**config.mk**
```make
export PLATFORM = sky130hd
export DESIGN_NAME = md5_digest_match
export DESIGN_NICKNAME = d
export VERILOG_FILES = /design/src/rtl/md5_pkg.sv /design/src/rtl/match_fifo.sv /design/src/rtl/md5_digest_match.sv
export SDC_FILE = /design/constraint.sdc
export NUM_CORES = 2
export LEC_CHECK = 0
export CORE_MARGIN = 3
export CORE_UTILIZATION = 30
export DETAILED_ROUTE_END_ITERATION = 12
export PLACE_DENSITY = 0.58
export SLEW_MARGIN = 5
export SYNTH_ARGS = -nofsm -noshare
export SYNTH_HDL_FRONTEND = slang
export SYNTH_SLANG_ARGS = --single-unit
```
**constraint.sdc**
```tcl
create_clock -name clk -period 30.9 [get_ports clk]
set_clock_uncertainty 0.15 [all_clocks]
set_input_delay 6.18 -clock clk [delete_from_list [all_inputs] [get_ports clk]]
set_output_delay 6.18 -clock clk [all_outputs]
set_load 0.1 [all_outputs]
```
**src/rtl/md5_pkg.sv**
```systemverilog
`default_nettype none
// +----------------------------------------------------------------------------+
// | Module      : md5_pkg                                                      |
// | Description : Shared constants and helpers for the MD5 digest matcher:     |
// |               initial chaining values, bus widths and the word byte swap   |
// |               that turns little-endian state words into digest byte order. |
// | Revision    : 1.0 - initial release                                        |
// +----------------------------------------------------------------------------+
package md5_pkg;

    // MD5 initial chaining values, added back to the state after operation 63.
    localparam logic [31:0] A0 = 32'h67452301;
    localparam logic [31:0] B0 = 32'hEFCDAB89;
    localparam logic [31:0] C0 = 32'h98BADCFE;
    localparam logic [31:0] D0 = 32'h10325476;

    localparam int MSG_W    = 512;
    localparam int DIGEST_W = 128;

    // MD5 emits each state word least-significant byte first; reversing the
    // bytes puts the first digest byte in the top lane.
    function automatic logic [31:0] bswap32(input logic [31:0] w);
        return {w[7:0], w[15:8], w[23:16], w[31:24]};
    endfunction

endpackage
`default_nettype wire

```
**src/rtl/match_fifo.sv**
```systemverilog
`default_nettype none
// +----------------------------------------------------------------------------+
// | Module      : match_fifo                                                   |
// | Description : Synchronous FIFO holding matched messages.                   |
// |               Ports: clk, reset_n (async, active-low), clr (sync flush),   |
// |               push/din, pop/dout, full, empty.                             |
// |               dout reads 0 whenever the FIFO is empty. A push into a full  |
// |               FIFO succeeds only when a pop happens on the same edge.      |
// | Revision    : 1.0 - initial release                                        |
// +----------------------------------------------------------------------------+
module match_fifo #(
    parameter int WIDTH = 512,
    parameter int DEPTH = 4
) (
    input  logic             clk,
    input  logic             reset_n,
    input  logic             clr,
    input  logic             push,
    input  logic [WIDTH-1:0] din,
    input  logic             pop,
    output logic [WIDTH-1:0] dout,
    output logic             full,
    output logic             empty
);

    localparam int AW = (DEPTH > 1) ? $clog2(DEPTH) : 1;
    localparam logic [AW:0] c_depth_cnt = DEPTH[AW:0];

    logic [WIDTH-1:0] r_mem [DEPTH];
    logic [AW-1:0]    r_wr_ptr;
    logic [AW-1:0]    r_rd_ptr;
    logic [AW:0]      r_count;

    logic w_do_pop;
    logic w_do_push;

    assign full  = (r_count == c_depth_cnt);
    assign empty = (r_count == '0);

    // When full, the slot being written is the one being read out this edge,
    // so a simultaneous push/pop keeps occupancy and order intact.
    assign w_do_pop  = pop && !empty;
    assign w_do_push = push && (!full || w_do_pop);

    assign dout = empty ? '0 : r_mem[r_rd_ptr];

    // Pointers wrap naturally because DEPTH is a power of two.
    always_ff @(posedge clk or negedge reset_n) begin
        if (!reset_n) begin
            r_wr_ptr <= '0;
            r_rd_ptr <= '0;
            r_count  <= '0;
        end else if (clr) begin
            r_wr_ptr <= '0;
            r_rd_ptr <= '0;
            r_count  <= '0;
        end else begin
            if (w_do_push) begin
                r_wr_ptr <= r_wr_ptr + 1'b1;
            end
            if (w_do_pop) begin
                r_rd_ptr <= r_rd_ptr + 1'b1;
            end
            case ({w_do_push, w_do_pop})
                2'b10:   r_count <= r_count + 1'b1;
                2'b01:   r_count <= r_count - 1'b1;
                default: r_count <= r_count;
            endcase
        end
    end

    // Storage is never observed while empty, so it carries no reset.
    always_ff @(posedge clk) begin
        if (w_do_push && !clr) begin
            r_mem[r_wr_ptr] <= din;
        end
    end

endmodule
`default_nettype wire

```
**src/rtl/md5_digest_match.sv**
```systemverilog
`default_nettype none
// +----------------------------------------------------------------------------+
// | Module      : md5_digest_match                                             |
// | Description : Final stage of an MD5 search pipeline. Adds the chaining     |
// |               values to the op-63 state, compares the resulting digest     |
// |               with a loaded target and queues matching messages.           |
// |               Ports: clk, reset_n (async, active-low), en, in_valid,       |
// |               a/b/c/d (state), m_in (message), tgt_load/tgt_hash (target), |
// |               out_valid/out_msg/out_ready (match queue), match_cnt,        |
// |               overflow.                                                    |
// | Revision    : 1.0 - initial release                                        |
// +----------------------------------------------------------------------------+
module md5_digest_match
    import md5_pkg::*;
#(
    parameter int FIFO_DEPTH = 4
) (
    input  logic                clk,
    input  logic                reset_n,
    input  logic                en,
    input  logic                in_valid,
    input  logic [31:0]         a,
    input  logic [31:0]         b,
    input  logic [31:0]         c,
    input  logic [31:0]         d,
    input  logic [MSG_W-1:0]    m_in,
    input  logic                tgt_load,
    input  logic [DIGEST_W-1:0] tgt_hash,
    output logic                out_valid,
    output logic [MSG_W-1:0]    out_msg,
    input  logic                out_ready,
    output logic [15:0]         match_cnt,
    output logic                overflow
);

    // Stage 1: chaining-value addition (carry out of bit 31 is discarded).
    logic [31:0]         r_sum_a;
    logic [31:0]         r_sum_b;
    logic [31:0]         r_sum_c;
    logic [31:0]         r_sum_d;
    logic [MSG_W-1:0]    r_msg;
    logic                r_v1;
    logic [DIGEST_W-1:0] r_tgt;
    logic [15:0]         r_match_cnt;
    logic                r_overflow;

    logic [DIGEST_W-1:0] w_digest;
    logic                w_hit;
    logic                w_push_req;
    logic                w_pop_req;
    logic                w_fifo_full;
    logic                w_fifo_empty;
    logic                w_drop;

    always_ff @(posedge clk) begin
        if (en) begin
            r_sum_a <= a + A0;
            r_sum_b <= b + B0;
            r_sum_c <= c + C0;
            r_sum_d <= d + D0;
            r_msg   <= m_in;
        end
    end

    // Loading a new target invalidates whatever is in stage 1 so that a
    // candidate is never judged against a target it was not meant for.
    always_ff @(posedge clk or negedge reset_n) begin
        if (!reset_n) begin
            r_v1 <= 1'b0;
        end else if (tgt_load) begin
            r_v1 <= 1'b0;
        end else if (en) begin
            r_v1 <= in_valid;
        end
    end

    always_ff @(posedge clk or negedge reset_n) begin
        if (!reset_n) begin
            r_tgt <= '0;
        end else if (tgt_load) begin
            r_tgt <= tgt_hash;
        end
    end

    // Stage 2: digest byte order and compare, purely combinational.
    assign w_digest = {bswap32(r_sum_a), bswap32(r_sum_b),
                       bswap32(r_sum_c), bswap32(r_sum_d)};
    assign w_hit    = r_v1 && (w_digest == r_tgt);

    assign w_push_req = en && w_hit && !tgt_load;
    assign w_pop_req  = out_ready && !tgt_load;
    assign w_drop     = w_push_req && w_fifo_full && !(w_pop_req && !w_fifo_empty);

    always_ff @(posedge clk or negedge reset_n) begin
        if (!reset_n) begin
            r_match_cnt <= '0;
            r_overflow  <= 1'b0;
        end else if (tgt_load) begin
            r_match_cnt <= '0;
            r_overflow  <= 1'b0;
        end else begin
            if (w_push_req && (r_match_cnt != 16'hFFFF)) begin
                r_match_cnt <= r_match_cnt + 16'd1;
            end
            if (w_drop) begin
                r_overflow <= 1'b1;
            end
        end
    end

    match_fifo #(
        .WIDTH (MSG_W),
        .DEPTH (FIFO_DEPTH)
    ) u_match_fifo (
        .clk     (clk),
        .reset_n (reset_n),
        .clr     (tgt_load),
        .push    (w_push_req),
        .din     (r_msg),
        .pop     (w_pop_req),
        .dout    (out_msg),
        .full    (w_fifo_full),
        .empty   (w_fifo_empty)
    );

    assign out_valid = !w_fifo_empty;
    assign match_cnt = r_match_cnt;
    assign overflow  = r_overflow;

endmodule
`default_nettype wire

```
# --- Word level (Yosys, flattened, before mapping) ---
# Memory sizes are Yosys's and may differ from the RTL's.
# Index checks and enable logic that the tools add are counted.
# Widths: inputs -> output; s select.
totals:
  ff_bits: 793
  ramBits: 2048
  wordCells: 64
  n_memories: 1
  in_bits: 774
memory_table:
  columns: ["name", "words", "word_bits", "rd", "rd_ports_with_merged_regs", "wr", "line", "source"]
  rows:
  - ["u_match_fifo.r_mem", 4, 512, 1, 0, 1, "match_fifo.sv:29", "logic [WIDTH-1:0] r_mem [DEPTH];"]
op_classes:
  add_sub_neg: 9
  reduce_logical: 22
  mux: 15
  eq_ne: 5
ops:
  columns: ["cell", "count"]
  rows:
  - ["$mux 512", 1]
  - ["$eq 128x128->1", 1]
  - ["$add 32x32->32 const B", 2]
  - ["$add 32x29->32 const B", 1]
  - ["$add 32x31->32 const B", 1]
  - ["$mux 16", 2]
  - ["$add 16x1->16 const B", 1]
  - ["$ne 16x16->1 const B", 1]
  - ["$logic_and 1x1->1", 10]
  - ["$reduce_bool 2->1", 5]
  - ["$mux 2", 4]
  - ["$mux 1", 6]
  - ["$pmux 3 s2", 1]
  - ["$add 2x1->2 const B", 2]
  - ["$logic_not 1->1", 4]
  - ["$add 3x1->3 const B", 1]
  - ["$eq 3x3->1 const B", 1]
  - ["$logic_not 3->1", 1]
  - ["$mux 3", 1]
  - ["$reduce_bool 3->1", 1]
  - ["$sub 3x1->3 const B", 1]
  - ["$eq 2x1->1 const B", 1]
  - ["$eq 2x2->1 const B", 1]
  - ["$logic_or 1x1->1", 1]

# --- Longest topological paths before layout ---
logic_depth:
  depth_word: 8
  mapped_depth: 12
  ltp_nobuf: 11

# --- Cells and area by module ---
# From an unflattened synthesis, not the netlist that was laid out.
hier_totals:
  hier_cells: 4926
  area_unflattened_um2: 107061.4
by_module_without_submodules:
  columns: ["module", "cells_each", "area_each_um2", "instances"]
  rows:
  - ["match_fifo", 3312, 77963.5, 1]
  - ["md5_digest_match", 1614, 29097.9, 1]

# --- Worst setup path before layout ---
# Ideal clock, no wire load.
synth_path:
  path_kind: "in2reg"
  start: "in tgt_load"
  end: "mem u_match_fifo.r_mem[0][0] (enable)"
  path_buffers: 0
  t_required_ns: 29.805
  arrival_time_ns: 19.004
  path_stages: 6
  setup_ns: 0.945
  setup_slack_ns: 10.801
  path_cell_list: "nor2b_1 -> nand4_1 -> nor4_1 -> nand4_1 -> nor4_1 -> and3_1"
synth_between:
  elab_chain_cells: 8
synth_rtl:
  columns: ["item", "line", "source"]
  rows:
  - ["start, declared", "md5_digest_match.sv:27", "input logic tgt_load,"]
  - ["$logic_not 1->1 (*)", "match_fifo.sv:74, md5_digest_match.sv:90, md5_digest_match.sv:91", null]
  - ["$logic_and 1x1->1", "md5_digest_match.sv:91", "assign w_pop_req = out_ready && !tgt_load;"]
  - ["$logic_and 1x1->1", "match_fifo.sv:42", "assign w_do_pop = pop && !empty;"]
  - ["$logic_or 1x1->1", "match_fifo.sv:43", "assign w_do_push = push && (!full || w_do_pop);"]
  - ["$logic_and 1x1->1", "match_fifo.sv:43", null]
  - ["$logic_and 1x1->1 (*)", "match_fifo.sv:74", "if (w_do_push && !clr) begin"]
  - ["$mux 1 (*)", "match_fifo.sv:74", null]
  - ["$mux 1 (implied by the code) (*)", "match_fifo.sv:75", "r_mem[r_wr_ptr] <= din;"]
  - ["end, declared", "match_fifo.sv:29", null]
# Every way passes the cells marked *; elsewhere a longest branch is shown, timed or not.

# --- Worst setup path in the final report ---
layout_path:
  start: "reg u_match_fifo.r_rd_ptr[0]"
  end: "out out_msg[428]"
layout_between:
  elab_chain_cells: 2
layout_rtl:
  columns: ["item", "line", "source"]
  rows:
  - ["start, declared", "match_fifo.sv:31", "logic [AW-1:0] r_rd_ptr;"]
  - ["start signal, assigned", "match_fifo.sv:62", "r_rd_ptr <= r_rd_ptr + 1'b1;"]
  - ["$mem_v2 4x512", null, null]
  - ["$mux 512", "match_fifo.sv:45", "assign dout = empty ? '0 : r_mem[r_rd_ptr];"]
  - ["end, declared", "md5_digest_match.sv:30", "output logic [MSG_W-1:0] out_msg,"]
# No other way between the ends.

==> flow_summary.toml <==
[detailed_routing]
routed_via_density = 4.715
ant_nets = 0
wl_per_cell_um = 27.16
route.detailed.drc = 0
firstDrtPassIters = 5
vias = 53970
initialDrtViolationCount = 4238
drt-total-wl_mm = 310.8

[power_and_ir_drop]
combPwrFrac_pct = 3.1
pwr-share-seq_pct = 53.4
p_clk_share_pct = 43.5
switchingPower_mw = 1.733
finalPower_mw = 8.293
swShare_pct = 20.90
p_int_mw = 6.559
vdd_ir_drop_max_uv = 48.43
p_leak_nw = 42.81
powerDensity_nw_per_um2 = 61.26

[sta]
layout_worst_path_cycle_share_pct = 44.98
fin_crit_ns = 13.90
worstMarginPinSlew_ns = 1.346
setup_tns_ns = 0
final_max_slew_viol_count = 0
finalSetupViolations = 0
fmax_mhz = 71.96
postLayoutSetupSlackWorst_ns = 17.00
relSlewSlack_pct = 9.959
rsz0062_at_grt = "no"
hold_violations = 0

[placed_design]
gp_congestion = 0.9159
place_inst = 10860
place_ws_ns = 17.48
hpwl_mm = 213.7
port_buffers = 1303

[floorplan]
die_h_um = 601.8
num_rows = 218
die_w_um = 601.8
die_area_um2 = 362100
ios = 1304
coreArea_um2 = 353000
initial_utilization_pct = 30.17

[grt]
grt_pass1_wl_mm = 432.3
met1_usage_pct = 19.31
grtUsageTotal_pct = 16.64
antenna_found_initial = 135
grt_overflow = 0
grt_pass1_vias = 56090
met3_usage_pct = 3.808
busiest_layer = "met2"
grt_max_degree = 138
grt_util_met2_pct = 29.43

[job]
cap_violations = 0

[clock_tree]
cts_resized = 0
clkLatencyLatePin_ns = 0.87
cts_root_buf = "clkbuf_16"
cts_tree = "built"
htreeDepth = 5
numCtsBuffers = 310
hold_buffers = 0
cts_sinks = 2841
postCtsSetupRepairBufs = 0
cts.path.max_buffers = 4
clk_pin_slew_ns = 0.06

[logic_synthesis]
synth-seq-cells = 2841
synth_top_cells_by_area = "edfxtp_1 76%, mux4_2 11%, dfrtp_1 3.6%"
synthArstFlopShare_pct = 5.385
yosysWarnings = 0
synth.net_count = 5740
synth_ff_type = "edfxtp_1"
ys_types = 65
yosysTopAreaCell = "edfxtp_1"
synth_edf_count = 2688
syn_inst = 4956
ys_seq_area_share_pct = 79.40
syn_area_per_cell_um2 = 21.49
synth_top_area_share_pct = 75.80
netlist_area_um2 = 106500

[run_status]
status = "finished clean"

[cells_and_area]
seqCellArea_um2 = 84550
multi_input_area_um2 = 21070
fin_cells = 11450
fill_cells = 32040
final_nets = 7229
area_delta_synth_final_pct = 27.13
drive_above_1_share_pct = 17.46

[critical_path]
cp-start-kind = "flip-flop"
cp_common_cell = "buf_4"
path_max_fanout = 44
worst_setup_path_end_kind = "output pin"
crit_chain = "buf_4, buf_4, buf_4, buf_4, buf_4, mux4_2, and2_1, clkdlybuf4s50_1"
slowest_delay_ns = 1.00
critPathKind = "reg2out"
slowest_stage = "clkdlybuf4s50_1"
required_ns = 24.57
worstPathArrival_ns = 7.57

[hold_path]
hold_path_class = "reg2reg"
## final cells by class
cell class                      instances  share of cell area (%)
Inverter                               40                  0.1109
Sequential cell                      2841                   62.46
Clock buffer                          389                   6.026
Tap cell                             4730                   4.372
Antenna cell                           35                 0.06470
Timing Repair Buffer                 1374                   10.08
Multi-Input combinational cell       1878                   15.57
Clock inverter                        158                   1.320
## flip-flops by register name, indices dropped and copies added, names as in the netlist
name                   flops
overflow                   1
r_sum_a                   32
u_match_fifo.r_count       3
r_sum_d                   32
r_tgt                    128
match_cnt                 16
r_sum_b                   32
r_msg                    512
u_match_fifo.r_mem      2048
r_sum_c                   32
u_match_fifo.r_wr_ptr      2
u_match_fifo.r_rd_ptr      2
r_v1                       1
## critical path: cells and delay by family, from the launching register on
kind          cells  cell delay [ns]
buf+inv           6             4.91
flops             1             0.70
mux               1             0.66
simple gates      1             0.18
## power groups by stage
stage               sequential (mW)  combinational (mW)  clock (mW)
detailed placement             4.51               0.263           0
global route                   4.44               0.275        3.86
floorplan                      4.46              0.0760           0
global placement               4.50               0.261           0
finish                         4.43               0.260        3.61
CTS                            4.43               0.265        3.72
## cells in the mapped netlist (all sizes together), types with 38 or more instances
library cell,n
xor2,74
and2,523
mux2,125
nand4,38
clkbuf,99
dfrtp,153
edfxtp,2688
nand2,64
mux4,512
xnor2,147
o21ai,53
inv,40
nor2,68
buf,98
## per-layer routing
| metal | up-vias | share of wire, % |
|---|---|---|
| met3 | 615 | 6.5 |
| met2 | 1965 | 52 |
| met1 | 28420 | 37 |
| met4 | 74 | 4.5 |
| li1 | 22890 | - |
| met5 | - | 0.15 |
## metrics by stage
step           area, µm²  util, %  hold WS (ns)
6_report          135400    38.35        0.2959
2_1_floorplan     106500        -        0.3087
5_1_grt           135300    38.34        0.3133
3_5_place_dp      125300    35.51        0.3285
4_1_cts           135300    38.33        0.2998
3_3_place_gp      125300    35.51        0.3140
## final timing paths
check | start | end | slack [ns] | depth (start not counted)
max | u_match_fifo.r_rd_ptr[0] | out_msg[428] | 17.00 | 8
min in group asynchronous | reset_n | match_cnt[3] | 5.06 | 1
max in group asynchronous | reset_n | r_tgt[38] | 23.37 | 3
min | r_msg[348] | u_match_fifo.r_mem[3][348] | 0.30 | 0
min reg2reg | r_msg[348] | u_match_fifo.r_mem[3][348] | 0.30 | 0
max reg2reg | r_tgt[51] | u_match_fifo.r_mem[1][193] | 22.99 | 11
## layout by cell type, fill, tap and decap left out, types with 9 or more instances in the layout
master	instances
nand2_1	64
clkinv_2	35
o211ai_1	9
mux2_2	125
mux4_2	512
nor3_1	19
o21ai_0	52
ha_1	9
clkdlybuf4s50_1	1287
nor4_1	20
clkinv_1	55
or4_1	10
bufinv_16	23
nand4_1	38
edfxtp_1	2688
xor2_1	74
clkinv_16	11
buf_4	75
xnor2_1	147
dfrtp_1	151
nor2_1	68
a21oi_1	35
inv_1	40
clkinvlp_4	13
nand3_1	29
or3_1	9
and3_1	12
clkbuf_16	313
diode_2	35
clkbuf_1	72
o21a_1	10
nand2b_1	20
and2_1	523
## cell families (layout without fill, tap and decap cells)
group                      Yosys count  count (layout)  synth area share (%)
and+or+nand+nor                    854             854                 4.731
muxes                              639             639                 12.17
buffers and inverters              237            1961                0.8507
other                                0              35                     0
AOI/OAI and AO/OA                  154             154                0.9060
xor gates and xnor gates           221             221                 1.818
adders and majority gates           10              10                0.1246
DFF                               2841            2841                 79.40
Note: power is estimated with default switching activity, not from simulation.
